File: src/rtl/mul_round_pack_if.sv
// rtl/mul_round_pack_if.sv - operand/result handshake bundle for the multiplier round-and-pack stage
interface mul_round_pack_if #(
    parameter int WEXP    = 8,
    parameter int WFRAC   = 23,
    parameter int WEXPSUM = 10,
    parameter int WPROD   = 48
);
    logic                    in_valid;
    logic                    in_ready;
    logic                    sign;
    logic [WEXPSUM-1:0]      expsum;
    logic                    tiny;
    logic                    twoormore;
    logic [WPROD-1:0]        prod;
    logic                    out_valid;
    logic                    out_ready;
    logic [WEXP+WFRAC:0]     result;
    logic                    overflow;
    logic                    underflow;
    logic                    inexact;

    modport slave (
        input  in_valid, sign, expsum, tiny, twoormore, prod, out_ready,
        output in_ready, out_valid, result, overflow, underflow, inexact
    );

    modport master (
        output in_valid, sign, expsum, tiny, twoormore, prod, out_ready,
        input  in_ready, out_valid, result, overflow, underflow, inexact
    );
endinterface

File: src/rtl/mul_round_pack.sv
// rtl/mul_round_pack.sv - denormalise, round-to-nearest-even and pack a multiplier product
module mul_round_pack #(
    parameter int WEXP    = 8,
    parameter int WFRAC   = 23,
    parameter int WEXPSUM = 10,
    parameter int WPROD   = 48
) (
    input  logic             clk,
    input  logic             rst_n,
    mul_round_pack_if.slave  bus
);
    localparam int SHW = $clog2(WFRAC + 4);
    localparam logic [WEXPSUM:0]        SH_MAX  = (WEXPSUM+1)'(WFRAC + 3);
    localparam logic signed [WEXPSUM:0] EXP_MAX = (WEXPSUM+1)'((1 << WEXP) - 1);

    typedef enum logic [1:0] {IDLE, SHIFT, ROUND, DONE} state_t;

    state_t               state_q, state_d;
    logic [WFRAC:0]       mant_q, mant_d;
    logic                 guard_q, guard_d;
    logic                 sticky_q, sticky_d;
    logic [WEXPSUM-1:0]   exp_q, exp_d;
    logic [SHW-1:0]       sh_q, sh_d;
    logic                 sign_q, sign_d;
    logic                 tiny_q, tiny_d;
    logic                 zero_q, zero_d;
    logic [WEXP+WFRAC:0]  result_q, result_d;
    logic                 overflow_q, overflow_d;
    logic                 underflow_q, underflow_d;
    logic                 inexact_q, inexact_d;

    logic                 sticky_hi, sticky_lo;
    logic [WEXPSUM:0]     sh_full;
    logic                 rnd_inc;
    logic [WFRAC+1:0]     rnd_sum;
    logic signed [WEXPSUM:0] rnd_exp;
    logic [WFRAC-1:0]     rnd_frac;
    logic                 rnd_inexact;

    assign sticky_hi = |bus.prod[WPROD-WFRAC-3:0];
    assign sticky_lo = |bus.prod[WPROD-WFRAC-4:0];
    assign sh_full   = (WEXPSUM+1)'(1) - {bus.expsum[WEXPSUM-1], bus.expsum};

    // Rounding datapath; only consumed in ROUND.
    always_comb begin
        rnd_inc     = guard_q & (sticky_q | mant_q[0]);
        rnd_sum     = {1'b0, mant_q} + {{(WFRAC+1){1'b0}}, rnd_inc};
        rnd_inexact = guard_q | sticky_q;
        rnd_exp     = $signed({exp_q[WEXPSUM-1], exp_q});
        rnd_frac    = rnd_sum[WFRAC-1:0];
        if (tiny_q) begin
            // a carry into the hidden bit promotes the subnormal to the smallest normal
            rnd_exp = $signed({{WEXPSUM{1'b0}}, rnd_sum[WFRAC]});
        end else if (rnd_sum[WFRAC+1]) begin
            rnd_exp  = rnd_exp + $signed((WEXPSUM+1)'(1));
            rnd_frac = '0;
        end
    end

    always_comb begin
        state_d     = state_q;
        mant_d      = mant_q;
        guard_d     = guard_q;
        sticky_d    = sticky_q;
        exp_d       = exp_q;
        sh_d        = sh_q;
        sign_d      = sign_q;
        tiny_d      = tiny_q;
        zero_d      = zero_q;
        result_d    = result_q;
        overflow_d  = overflow_q;
        underflow_d = underflow_q;
        inexact_d   = inexact_q;
        case (state_q)
            IDLE: begin
                if (bus.in_valid) begin
                    sign_d = bus.sign;
                    tiny_d = bus.tiny;
                    zero_d = (bus.prod == '0);
                    if (bus.twoormore) begin
                        mant_d   = bus.prod[WPROD-1 -: WFRAC+1];
                        guard_d  = bus.prod[WPROD-WFRAC-2];
                        sticky_d = sticky_hi;
                    end else begin
                        mant_d   = bus.prod[WPROD-2 -: WFRAC+1];
                        guard_d  = bus.prod[WPROD-WFRAC-3];
                        sticky_d = sticky_lo;
                    end
                    if (bus.tiny) begin
                        exp_d   = '0;
                        sh_d    = (sh_full > SH_MAX) ? SH_MAX[SHW-1:0] : sh_full[SHW-1:0];
                        state_d = SHIFT;
                    end else begin
                        exp_d   = bus.expsum;
                        sh_d    = '0;
                        state_d = ROUND;
                    end
                end
            end
            SHIFT: begin
                {mant_d, guard_d} = {1'b0, mant_q, guard_q} >> 1;
                sticky_d = sticky_q | guard_q;
                sh_d     = sh_q - 1'b1;
                if (sh_q == SHW'(1)) state_d = ROUND;
            end
            ROUND: begin
                if (zero_q) begin
                    result_d    = {sign_q, {(WEXP+WFRAC){1'b0}}};
                    overflow_d  = 1'b0;
                    underflow_d = 1'b0;
                    inexact_d   = 1'b0;
                end else if (rnd_exp >= EXP_MAX) begin
                    result_d    = {sign_q, {WEXP{1'b1}}, {WFRAC{1'b0}}};
                    overflow_d  = 1'b1;
                    underflow_d = 1'b0;
                    inexact_d   = 1'b1;
                end else begin
                    result_d    = {sign_q, rnd_exp[WEXP-1:0], rnd_frac};
                    overflow_d  = 1'b0;
                    underflow_d = tiny_q & rnd_inexact;
                    inexact_d   = rnd_inexact;
                end
                state_d = DONE;
            end
            DONE: begin
                if (bus.out_ready) state_d = IDLE;
            end
            default: state_d = IDLE;
        endcase
    end

    always_ff @(posedge clk or negedge rst_n) begin
        if (!rst_n) begin
            state_q     <= IDLE;
            mant_q      <= '0;
            guard_q     <= 1'b0;
            sticky_q    <= 1'b0;
            exp_q       <= '0;
            sh_q        <= '0;
            sign_q      <= 1'b0;
            tiny_q      <= 1'b0;
            zero_q      <= 1'b0;
            result_q    <= '0;
            overflow_q  <= 1'b0;
            underflow_q <= 1'b0;
            inexact_q   <= 1'b0;
        end else begin
            state_q     <= state_d;
            mant_q      <= mant_d;
            guard_q     <= guard_d;
            sticky_q    <= sticky_d;
            exp_q       <= exp_d;
            sh_q        <= sh_d;
            sign_q      <= sign_d;
            tiny_q      <= tiny_d;
            zero_q      <= zero_d;
            result_q    <= result_d;
            overflow_q  <= overflow_d;
            underflow_q <= underflow_d;
            inexact_q   <= inexact_d;
        end
    end

    assign bus.in_ready  = (state_q == IDLE);
    assign bus.out_valid = (state_q == DONE);
    assign bus.result    = result_q;
    assign bus.overflow  = overflow_q;
    assign bus.underflow = underflow_q;
    assign bus.inexact   = inexact_q;
endmodule

File: src/flat_wrapper.sv
// flat-port wrapper written by rule: the top's interface ports become plain ports
module mul_round_pack_flat 
#(
    parameter int WEXP    = 8,
    parameter int WFRAC   = 23,
    parameter int WEXPSUM = 10,
    parameter int WPROD   = 48
)
  (clk, rst_n, bus_in_valid, bus_sign, bus_expsum, bus_tiny, bus_twoormore, bus_prod, bus_out_ready, bus_in_ready, bus_out_valid, bus_result, bus_overflow, bus_underflow, bus_inexact);
  mul_round_pack_if #(.WEXP(WEXP), .WFRAC(WFRAC), .WEXPSUM(WEXPSUM), .WPROD(WPROD)) bus_i ();
  input  logic clk;
  input  logic rst_n;
  input wire logic [$bits(bus_i.in_valid)-1:0] bus_in_valid;
  input wire logic [$bits(bus_i.sign)-1:0] bus_sign;
  input wire logic [$bits(bus_i.expsum)-1:0] bus_expsum;
  input wire logic [$bits(bus_i.tiny)-1:0] bus_tiny;
  input wire logic [$bits(bus_i.twoormore)-1:0] bus_twoormore;
  input wire logic [$bits(bus_i.prod)-1:0] bus_prod;
  input wire logic [$bits(bus_i.out_ready)-1:0] bus_out_ready;
  output wire logic [$bits(bus_i.in_ready)-1:0] bus_in_ready;
  output wire logic [$bits(bus_i.out_valid)-1:0] bus_out_valid;
  output wire logic [$bits(bus_i.result)-1:0] bus_result;
  output wire logic [$bits(bus_i.overflow)-1:0] bus_overflow;
  output wire logic [$bits(bus_i.underflow)-1:0] bus_underflow;
  output wire logic [$bits(bus_i.inexact)-1:0] bus_inexact;
  assign bus_i.in_valid = bus_in_valid;
  assign bus_i.sign = bus_sign;
  assign bus_i.expsum = bus_expsum;
  assign bus_i.tiny = bus_tiny;
  assign bus_i.twoormore = bus_twoormore;
  assign bus_i.prod = bus_prod;
  assign bus_i.out_ready = bus_out_ready;
  assign bus_in_ready = bus_i.in_ready;
  assign bus_out_valid = bus_i.out_valid;
  assign bus_result = bus_i.result;
  assign bus_overflow = bus_i.overflow;
  assign bus_underflow = bus_i.underflow;
  assign bus_inexact = bus_i.inexact;
  mul_round_pack #(.WEXP(WEXP), .WFRAC(WFRAC), .WEXPSUM(WEXPSUM), .WPROD(WPROD)) u_core (.clk(clk), .rst_n(rst_n), .bus(bus_i));
endmodule
File: config.mk
export PLATFORM = sky130hd
export DESIGN_NAME = mul_round_pack_flat
export DESIGN_NICKNAME = d
export VERILOG_FILES = /design/src/rtl/mul_round_pack_if.sv /design/src/rtl/mul_round_pack.sv /design/src/flat_wrapper.sv
export SDC_FILE = /design/constraint.sdc
export NUM_CORES = 1
export LEC_CHECK = 0
export BUFFER_PORTS_ARGS = -buffer_cell sky130_fd_sc_hd__clkbuf_2
export CAP_MARGIN = 10
export CELL_PAD_IN_SITES_DETAIL_PLACEMENT = 0
export CELL_PAD_IN_SITES_GLOBAL_PLACEMENT = 1
export CORE_ASPECT_RATIO = 0.75
export CORE_MARGIN = 2
export CORE_UTILIZATION = 42
export DETAILED_ROUTE_END_ITERATION = 10
export PLACE_DENSITY_LB_ADDON = 0.1
export SYNTH_ARGS = -nofsm -noshare
export SYNTH_HDL_FRONTEND = slang
export SYNTH_SLANG_ARGS = --single-unit
File: constraint.sdc
create_clock -name clk -period 3.4 [get_ports clk]
set_input_delay 0.85 -clock clk [delete_from_list [all_inputs] [get_ports clk]]
set_output_delay 0.85 -clock clk [all_outputs]
set_load 0.02 [all_outputs]
==> metrics.txt, run 1 <==
post-layout worst setup margin=0.333 ns; share of layout cells above drive strength 1=20.8%; Critical Path RT=between 3 and 4 ns; Post-Syn Area=5070 um2; initial antenna violation count=0; register area=2030 um2; CTS buffer count=9; Peak Freq=326 MHz; Setup Buffers After CTS=0; GR Util All Layers=approximately 23%; Critical Path AT=around 3.3 ns; die height=99.1 um; Final Power=5.17 mW; Slew @ Worst Pin=between 1 and 1.5 ns; post-synth cell types=54; Post-Place Cells=approximately 810; first-pass GRT wire length=22600 um; GRT overflow=0; startpoint types=register; post-synthesis net count=656; PortBufs=101; Worst setup EP type=register; clock root buffer=clkbuf_16; Setup Skew=0.00433 ns; Filler cells=1141; type of the tightest min-delay check=reg -> reg; post-layout minimum cycle time=~3.1 ns; utilization after layout=51.3%; area of the multi-input gates=2810 um2; vias=about 4600; final slew viol count=0; CTS max path bufs=2; Total Nets Final=734; largest net degree at the start of global routing=82; H-tree depth=3; num ports=approximately 100; number of global-route vias before repair=approximately 4200; max_slew headroom=between 30% and 40%; global placer's final weighted congestion=between 0.9 and 1; clock sinks=81; DRC viols=0; commonest non-fill, non-tap cell in the layout=clkbuf_2; Routed Antenna Nets=0; hold slack=0.478 ns; DR iter-0 viols=356; final setup vio count=0; Final Cycle Share=90.2%; Synth Area per Inst=roughly 8.7 um2; post-DP HPWL=around 10000 um; WL per Instance=around 17 um; Die X=between 100 and 150 um; PD cells=861 nW/um2; WS Path Type=reg -> reg; Area after DPL=between 5000 and 6000 um2; clock slew at reported path FFs=~0.06 ns; post-place setup slack=0.221 ns; vias per cell=5.62; Ys Warns=0; final hold viol count=0; final cell area excluding filler cells=6000 um2; CTS tree=yes; Top FF cell, synth=dfrtp_1; area delta synth->final=18.3%; Seq/Total Area, Yosys=40.0%; setup TNS=0 ns; Row Count=34; Ant. Diodes=0; commonest non-fill, non-tap cells in the layout=clkbuf_2 (100), dfrtp_1 (81), nand2_1 (68); RSZ-0062 raised after global routing=false; Post-synth EDFFs=0; run status=finished, final reports clean; Max Cap Viol=0; post-synthesis cell count=580; worst skew pair latency=0.34 ns; Worst VDD drop=0.529 mV; asr flop ratio synth=100%; Leakage=roughly 2.7 nW; CP max FO=25; Seq cells post-synth=roughly 80; drt first pass iters=5; initial core utilization=43.3%; Die Area=about 13000 um2; final wirelength=13800 um; core region area=~12000 um2; Non-Filler Instances=around 830
critical path, stage by stage (launching register included):
cell	delay [ns]
dfrtp_1	0.38
inv_1	0.07
nor2_1	0.10
ha_1	0.19
ha_1	0.23
nand4_1	0.12
or4_4	0.62
or3_4	0.40
a221oi_2	0.23
nor4b_4	0.27
buf_12	0.20
o41ai_1	0.10
area by class of cell:
| cell class | count | share of cell area (%) |
|---|---|---|
| multi-input cells | 438 | 46.8 |
| repair buffers | 111 | 10.1 |
| flip-flops and latches | 81 | 33.8 |
| inverters | 17 | 1.06 |
| well taps | 162 | 3.38 |
| clock buffers | 13 | 4.17 |
| clock inverters | 3 | 0.668 |
logic make-up (layout without fill, tap and decap cells):
family | count (synthesis) | count (layout) | share of synthesized area [%]
simple gates | 228 | 228 | 23.1
compound gates | 140 | 140 | 18.2
flops | 81 | 81 | 40.0
buf+inv | 61 | 144 | 4.99
mux | 31 | 31 | 6.22
xor+xnor | 28 | 28 | 4.84
fa+ha+maj | 11 | 11 | 2.72
final timing paths:
path,slack [ns],cells past startpoint,start,endpoint
max,0.33,11,u_core.guard_q,u_core.bus.result[8]
min,0.48,2,u_core.bus.result[9],u_core.bus.result[9]
max reg2reg,0.33,11,u_core.guard_q,u_core.bus.result[8]
min reg2reg,0.48,2,u_core.bus.result[9],u_core.bus.result[9]
max in group asynchronous,2.05,1,rst_n,u_core.mant_q[13]
min in group asynchronous,0.68,1,rst_n,u_core.bus.result[6]
state kept, by name (all words and copies together) (netlist names):
| name | cells |
|---|---|
| u_core.guard_q | 1 |
| u_core.exp_q | 10 |
| u_core.sign_q | 1 |
| u_core.tiny_q | 1 |
| u_core.bus.inexact | 1 |
| u_core.sticky_q | 1 |
| u_core.sh_q | 5 |
| u_core.state_q | 2 |
| u_core.bus.overflow | 1 |
| u_core.bus.underflow | 1 |
| u_core.zero_q | 1 |
| u_core.mant_q | 24 |
| u_core.bus.result | 32 |
routing by layer:
metal,part of all wire [%],vias to the layer above,GRT usage (%)
li1,-,2280,-
met1,54,2196,37.1
met2,39,144,29.3
met3,5.7,15,4.79
met4,1.3,0,5.65
met5,0,-,0
cells in the mapped netlist (3+ instances only):
| master | n | area share (%) |
|---|---|---|
| dfrtp_1 | 81 | 40 |
| nand2_1 | 68 | 5.0 |
| nor2_1 | 48 | 3.6 |
| o21ai_0 | 40 | 4.0 |
| a21oi_1 | 38 | 3.8 |
| clkbuf_1 | 34 | 2.5 |
| mux2i_1 | 27 | 5.3 |
| nand3_1 | 21 | 2.1 |
| o2bb2ai_1 | 18 | 3.1 |
| inv_1 | 16 | 1.2 |
| xor2_1 | 16 | 2.8 |
| nand4_1 | 15 | 1.9 |
| nor4_1 | 14 | 1.7 |
| or3_1 | 12 | 1.5 |
| xnor2_1 | 12 | 2.1 |
| ha_1 | 11 | 2.7 |
| o41ai_1 | 11 | 1.9 |
| nand2b_1 | 10 | 1.2 |
| and3_1 | 7 | 0.86 |
| o31ai_1 | 7 | 1.0 |
| and4_1 | 6 | 1.0 |
| nor3_1 | 5 | 0.49 |
| buf_2 | 4 | 0.40 |
| mux2_2 | 4 | 0.89 |
| nand3b_1 | 4 | 0.59 |
| or4_1 | 4 | 0.59 |
| a211o_1 | 3 | 0.52 |
| and2_1 | 3 | 0.37 |
| buf_4 | 3 | 0.44 |
| nor3b_1 | 3 | 0.44 |
power by group:
group | internal (mW) | total (mW) | switching, mW | leakage [nW]
registers | 1.40 | 1.93 | 0.535 | 1.02
clock network | 0.587 | 0.955 | 0.368 | 0.144
logic | 0.893 | 2.28 | 1.39 | 1.51
what timing repair did:
| action | 4_1_cts | 5_1_grt |
|---|---|---|
| endpoints found under the setup margin | 0 | 4 |
| resized for setup | 0 | 2 |
| hold buffers | 0 | 0 |
Note: power is estimated with default switching activity, not from simulation.
==> run 2: changes to the inputs <==
--- a/config.mk
+++ b/config.mk
@@ -7,11 +7,11 @@
 export LEC_CHECK = 0
 export BUFFER_PORTS_ARGS = -buffer_cell sky130_fd_sc_hd__clkbuf_2
 export CAP_MARGIN = 10
-export CELL_PAD_IN_SITES_DETAIL_PLACEMENT = 0
+export CELL_PAD_IN_SITES_DETAIL_PLACEMENT = 1
 export CELL_PAD_IN_SITES_GLOBAL_PLACEMENT = 1
 export CORE_ASPECT_RATIO = 0.75
 export CORE_MARGIN = 2
-export CORE_UTILIZATION = 42
+export CORE_UTILIZATION = 40
 export DETAILED_ROUTE_END_ITERATION = 10
 export PLACE_DENSITY_LB_ADDON = 0.1
 export SYNTH_ARGS = -nofsm -noshare
==> run 2 against run 1 <==
Effect of this change: register-to-register slack lost 0.18 ns; via count rose by 1.3%; utilization down 1.9 points; highest routed layer unchanged; critical path type unchanged; clock power up 16%; die area increased by 4.8%; global-route usage up 1.1 points.
==> metrics.txt, run 2 (synthesis gave the netlist of run 1 again) <==
Leakage=about 2.7 nW; worst reg2reg startpoint=u_core.guard_q; Hold Path Depth=2; PD cells=a little under 900 nW/um2; CP max FO=25; delay-heaviest family, CP=simple AND/OR/NAND/NOR gates; Filler cells=1463; hold path startpoint=u_core.bus.result[21]; Area after DPL=5730 um2; final hold viol count=0; Worst VDD drop=0.522 mV; DR iter-0 viols=268; core region area=12300 um2; Peak Freq=308 MHz; Max Cap Viol=0; first-pass GRT wire length=25300 um; GRT overflow=0; WP buf/inv=2; RR Endpoint=u_core.bus.result[20]; area delta synth->final=19.8%; cell mode on critical path=ha_1; commonest non-fill, non-tap cells in the layout=clkbuf_2 (100), dfrtp_1 (81), nand2_1 (68); setup TNS=0 ns; Non-Filler Instances=about 830; GR Util All Layers=23.6%; clock slew at reported path FFs=0.06 ns; Crit path largest cell delay=0.71 ns; final setup vio count=0; Worst setup EP type=register; initial antenna violation count=0; CTS tree=yes; clock root buffer=clkbuf_16; Setup Skew=0.00760 ns; crit path cell chain=inv_1, nor2_1, ha_1, ha_1, nand4_1, or4_1, or3_4, a221oi_2, nor4b_4, buf_12, o41ai_1; share of layout cells above drive strength 1=between 20% and 30%; drt first pass iters=4; run status=finished, final reports clean; Final Power=approximately 5.4 mW; largest net degree at the start of global routing=just over 80; max_slew headroom=43.4%; Die X=134 um; WS Path Type=reg -> reg; CP max stage cell=or4_1; initial core utilization=41.2%; post-DP HPWL=11300 um; FF-to-FF setup slack=0.15 ns; DRC viols=0; Routed Antenna Nets=0; final cell area excluding filler cells=6070 um2; commonest non-fill, non-tap cell in the layout=clkbuf_2; hold slack=0.484 ns; number of global-route vias before repair=4652; Die Area=between 10000 and 15000 um2; cts hold-fix bufs=0; clock sinks=between 80 and 90; H-tree depth=3; Post-Place Cells=between 800 and 900; final slew viol count=0; Final Cycle Share=95.5%; register area=a little over 2000 um2; Setup Buffers After CTS=0; die height=101 um; post_cts resized=0; Row Count=35; Ant. Diodes=0; Critical Path RT=3.61 ns; CTS max path bufs=2; Largest register FFs=32; Reg2Reg Depth=11; worst skew pair latency=0.34 ns; Worst Hold Path EP=u_core.bus.result[21]; area of the multi-input gates=2800 um2; CP startpoint=u_core.guard_q; Slew @ Worst Pin=0.848 ns; RSZ-0062 raised after global routing=false; PortBufs=101; Total Nets Final=738; vias per cell=5.64; vias=between 4000 and 5000; type of the tightest min-delay check=reg -> reg; final wirelength=15200 um; WL per Instance=18.3 um; Critical Path AT=between 3 and 4 ns; global placer's final weighted congestion=just over 0.9; num ports=102; startpoint types=register; CTS buffer count=9; post-layout minimum cycle time=3.25 ns
-- run 2: worst max-delay path by stage --
| stage | slack (ns) | depth (start not counted) | to |
|---|---|---|---|
| after floorplan | 0.40 | 12 | u_core.bus.result[10] |
| after global placement | 0.30 | 11 | u_core.bus.result[18] |
| after detailed placement | 0.19 | 11 | u_core.bus.result[9] |
| after CTS | 0.16 | 11 | u_core.bus.result[20] |
| after global routing | 0.06 | 11 | u_core.bus.result[9] |
| final | 0.15 | 11 | u_core.bus.result[20] |
-- run 2: through the flow --
stage	setup WS, ns	util [%]
floorplan	0.397	-
global placement	0.300	46.6
detailed placement	0.187	46.6
CTS	0.162	49.3
global route	0.0614	49.3
finish	0.152	49.3
-- run 2: tightest hold or removal path: stages (launching register included) --
cell	delay, ns
dfrtp_1	0.34
nand2_1	0.06
o41ai_1	0.05
-- run 2: cell type report --
type / instances / area share, %
clock buffers: 11 / 3.83
flip-flops and latches: 81 / 33.4
multi-input cells: 438 / 46.1
well taps: 166 / 3.42
inverters: 17 / 1.05
repair buffers: 115 / 10.5
clock inverters: 5 / 1.71
-- run 2: per-layer routing --
metal / part of all wire, % / wire [um] / global-route usage (%)
met4: 0.84 / 128 / 4.75
met5: 0 / 0 / 0
met1: 51 / 7830 / 36.2
met3: 5.3 / 803 / 4.55
met2: 43 / 6480 / 34.7
-- run 2: where the power goes --
| group | switching, mW | internal (mW) | leakage [nW] | total, mW |
|---|---|---|---|---|
| registers | 0.537 | 1.39 | 1.02 | 1.93 |
| clock network | 0.388 | 0.718 | 0.164 | 1.11 |
| logic | 1.43 | 0.899 | 1.52 | 2.33 |
==> run 3: changes to the inputs <==
--- a/config.mk
+++ b/config.mk
@@ -5,6 +5,7 @@
 export SDC_FILE = /design/constraint.sdc
 export NUM_CORES = 1
 export LEC_CHECK = 0
+export ABC_AREA = 1
 export BUFFER_PORTS_ARGS = -buffer_cell sky130_fd_sc_hd__clkbuf_2
 export CAP_MARGIN = 10
 export CELL_PAD_IN_SITES_DETAIL_PLACEMENT = 1
==> run 3 against run 2 <==
Effect of this change: count of clock-buffer cells in the layout did not move; first-iteration DRC count fell by 8.6%; clock power fell by 14%; final area fell by 1.6%; final cell count rose by 18%; flip-flop and latch count did not move; via count rose by 8.6%; sequential power fell by 5%; utilization fell by 0.79 points; worst hold slack got worse by 0.0018 ns; setup slack improved by 0.27 ns; synthesized area fell by 0.27%.
==> metrics.txt, run 3 <==
asr flop ratio synth=100%; post-synth top area share=40.1%; Worst setup EP type=register; initial antenna violation count=0; Levels on crit path=15; clock root buffer=clkbuf_16; Critical Path AT=3.19 ns; post-synthesis cell count=717; post-place setup slack=0.445 ns; worst skew pair latency=0.34 ns; most common cell in the synthesized netlist=nand2_1; Die X=between 100 and 150 um; DR iter-0 viols=about 250; Seq cells post-synth=a little over 80; drt first pass iters=5; type of the tightest min-delay check=reg -> reg; num ports=102; clock slew at reported path FFs=0.06 ns; DRC viols=0; CTS buffer count=9; Area after DPL=5680 um2; hold slack=0.482 ns; post-layout minimum cycle time=slightly below 3 ns; WP buf/inv=1; final hold viol count=0; Critical Path RT=3.62 ns; Ys Warns=0; Worst VDD drop=0.441 mV; PortBufs=between 100 and 150; PD cells=859 nW/um2; Setup Buffers After CTS=0; setup TNS=0 ns; cts hold-fix bufs=0; startpoint types=register; Setup Skew=0.00536 ns; Synth area leader=dfrtp_1; cell mode on critical path=nand2_1; Max Cap Viol=0; core region area=12300 um2; CP max FO=23; final wirelength=~16000 um; Synth Area per Inst=7.05 um2; share of layout cells above drive strength 1=17.0%; Final Power=just over 5 mW; RR Endpoint=u_core.bus.result[5]; RSZ-0062 raised after global routing=false; Critical Path End=u_core.bus.result[5]; Post-synth EDFFs=0; post_cts resized=0; Crit path largest cell delay=about 0.4 ns; Peak Freq=336 MHz; Top FF cell, synth=dfrtp_1; Post-Syn Area=slightly above 5000 um2; register area=around 2000 um2; Non-Filler Instances=979; WL per Instance=about 16 um; post-DP HPWL=roughly 12000 um; Leakage=approximately 3 nW; GR Util All Layers=24.5%; delay-heaviest family, CP=simple AND/OR/NAND/NOR gates; largest net degree at the start of global routing=82; Reg2Reg Depth=15; FF-to-FF setup slack=about 0.43 ns; WS Path Type=reg -> reg; number of global-route vias before repair=5064; worst reg2reg startpoint=u_core.mant_q[0]; max_slew headroom=31.9%; crit path cell chain=inv_1, a21oi_1, ha_1, ha_1, nand3_1, nor3_4, nand2_2, nor2_4, nand2_1, nor2_2, nand3_2, a21oi_4, nand2_2, nand2_1, nand2_1; commonest non-fill, non-tap cells in the layout=nand2_1 (233), clkbuf_2 (100), dfrtp_1 (81); CP max stage cell=nor3_4; vias per cell=between 5 and 6; Seq/Total Area, Yosys=40.1%; top cells by area, synth=dfrtp_1 (40%), nand2_1 (17%), nor2_1 (5.5%); commonest non-fill, non-tap cell in the layout=nand2_1; vias=roughly 5100; Post-Place Cells=963; H-tree depth=3; area of the multi-input gates=approximately 2600 um2; Largest register FFs=32; Routed Antenna Nets=0; commonest cells in the netlist=nand2_1 (233), dfrtp_1 (81), nor2_1 (74); Ant. Diodes=0; first-pass GRT wire length=26400 um; initial core utilization=between 40% and 50%; CTS max path bufs=2; final cell area excluding filler cells=5970 um2; final slew viol count=0; CTS tree=yes; area delta synth->final=18.2%; post-synthesis net count=793; global placer's final weighted congestion=0.863; run status=finished, final reports clean; post-synth cell types=39; utilization after layout=around half; Slew @ Worst Pin=about 1.0 ns; GRT overflow=0; Filler cells=roughly 1700; Total Nets Final=884; Die Area=about 14000 um2; clock sinks=between 80 and 90; final setup vio count=0; post-layout worst setup margin=0.427 ns; Row Count=35; CP startpoint=u_core.mant_q[0]; Final Cycle Share=87.5%; die height=101 um
-- run 3: cell types whose count changed in the layout (fill, tap and decap cells not counted), sizes merged, moves of 13 or more --
cell	previous run	this run
inv	16	63
nand2	68	239
nor2	48	78
or3	13	0
mux2i	27	0
nand3	21	46
nor3	5	19
o2bb2ai	18	0
-- run 3: worst min-delay path by stage --
stage | startpoint | endpoint | slack (ns) | depth (start not counted)
6_report | u_core.sign_q | u_core.sign_q | 0.48 | 2
5_1_grt | u_core.bus.result[19] | u_core.bus.result[19] | 0.51 | 2
4_1_cts | u_core.sign_q | u_core.bus.result[31] | 0.49 | 2
3_5_place_dp | u_core.sign_q | u_core.sign_q | 0.47 | 2
3_3_place_gp | u_core.bus.result[31] | u_core.bus.result[31] | 0.46 | 2
2_1_floorplan | u_core.sign_q | u_core.sign_q | 0.45 | 2
-- run 3: cells by family after synthesis --
group / Yosys count / synth area share (%)
compound gates: 115 / 13.4
xor+xnor: 16 / 2.77
fa+ha+maj: 11 / 2.72
buf+inv: 93 / 7.50
flops: 81 / 40.1
simple gates: 401 / 33.5
-- run 3: routing by layer --
| metal | part of all wire, % | routed length (um) | track usage [%] |
|---|---|---|---|
| met1 | 54 | 8510 | 37.9 |
| met2 | 41 | 6410 | 35.7 |
| met3 | 3.9 | 610 | 3.85 |
| met4 | 1.1 | 169 | 6.22 |
| met5 | 0 | 0 | 0 |
-- run 3: worst reg2reg max path: stages (launching register included) --
cell,delay (ns)
dfrtp_1,0.38
inv_1,0.07
a21oi_1,0.15
ha_1,0.21
ha_1,0.21
nand3_1,0.15
nor3_4,0.40
nand2_2,0.14
nor2_4,0.14
nand2_1,0.10
nor2_2,0.11
nand3_2,0.09
a21oi_4,0.17
nand2_2,0.28
nand2_1,0.19
nand2_1,0.07
-- run 3: cell type report --
type | count | area share (%)
multi-input combinational | 543 | 44.3
sequential | 81 | 33.9
timing repair buffer | 107 | 9.26
inverter | 66 | 4.15
clock buffer | 11 | 3.90
tap | 166 | 3.48
clock inverter | 5 | 0.943
-- run 3: report_power, final --
part           internal [mW]  leakage, nW  total (mW)  switching, mW
Sequential              1.38         1.03        1.84          0.459
Combinational          0.761         1.87        2.34           1.58
Clock                  0.568        0.139       0.956          0.389
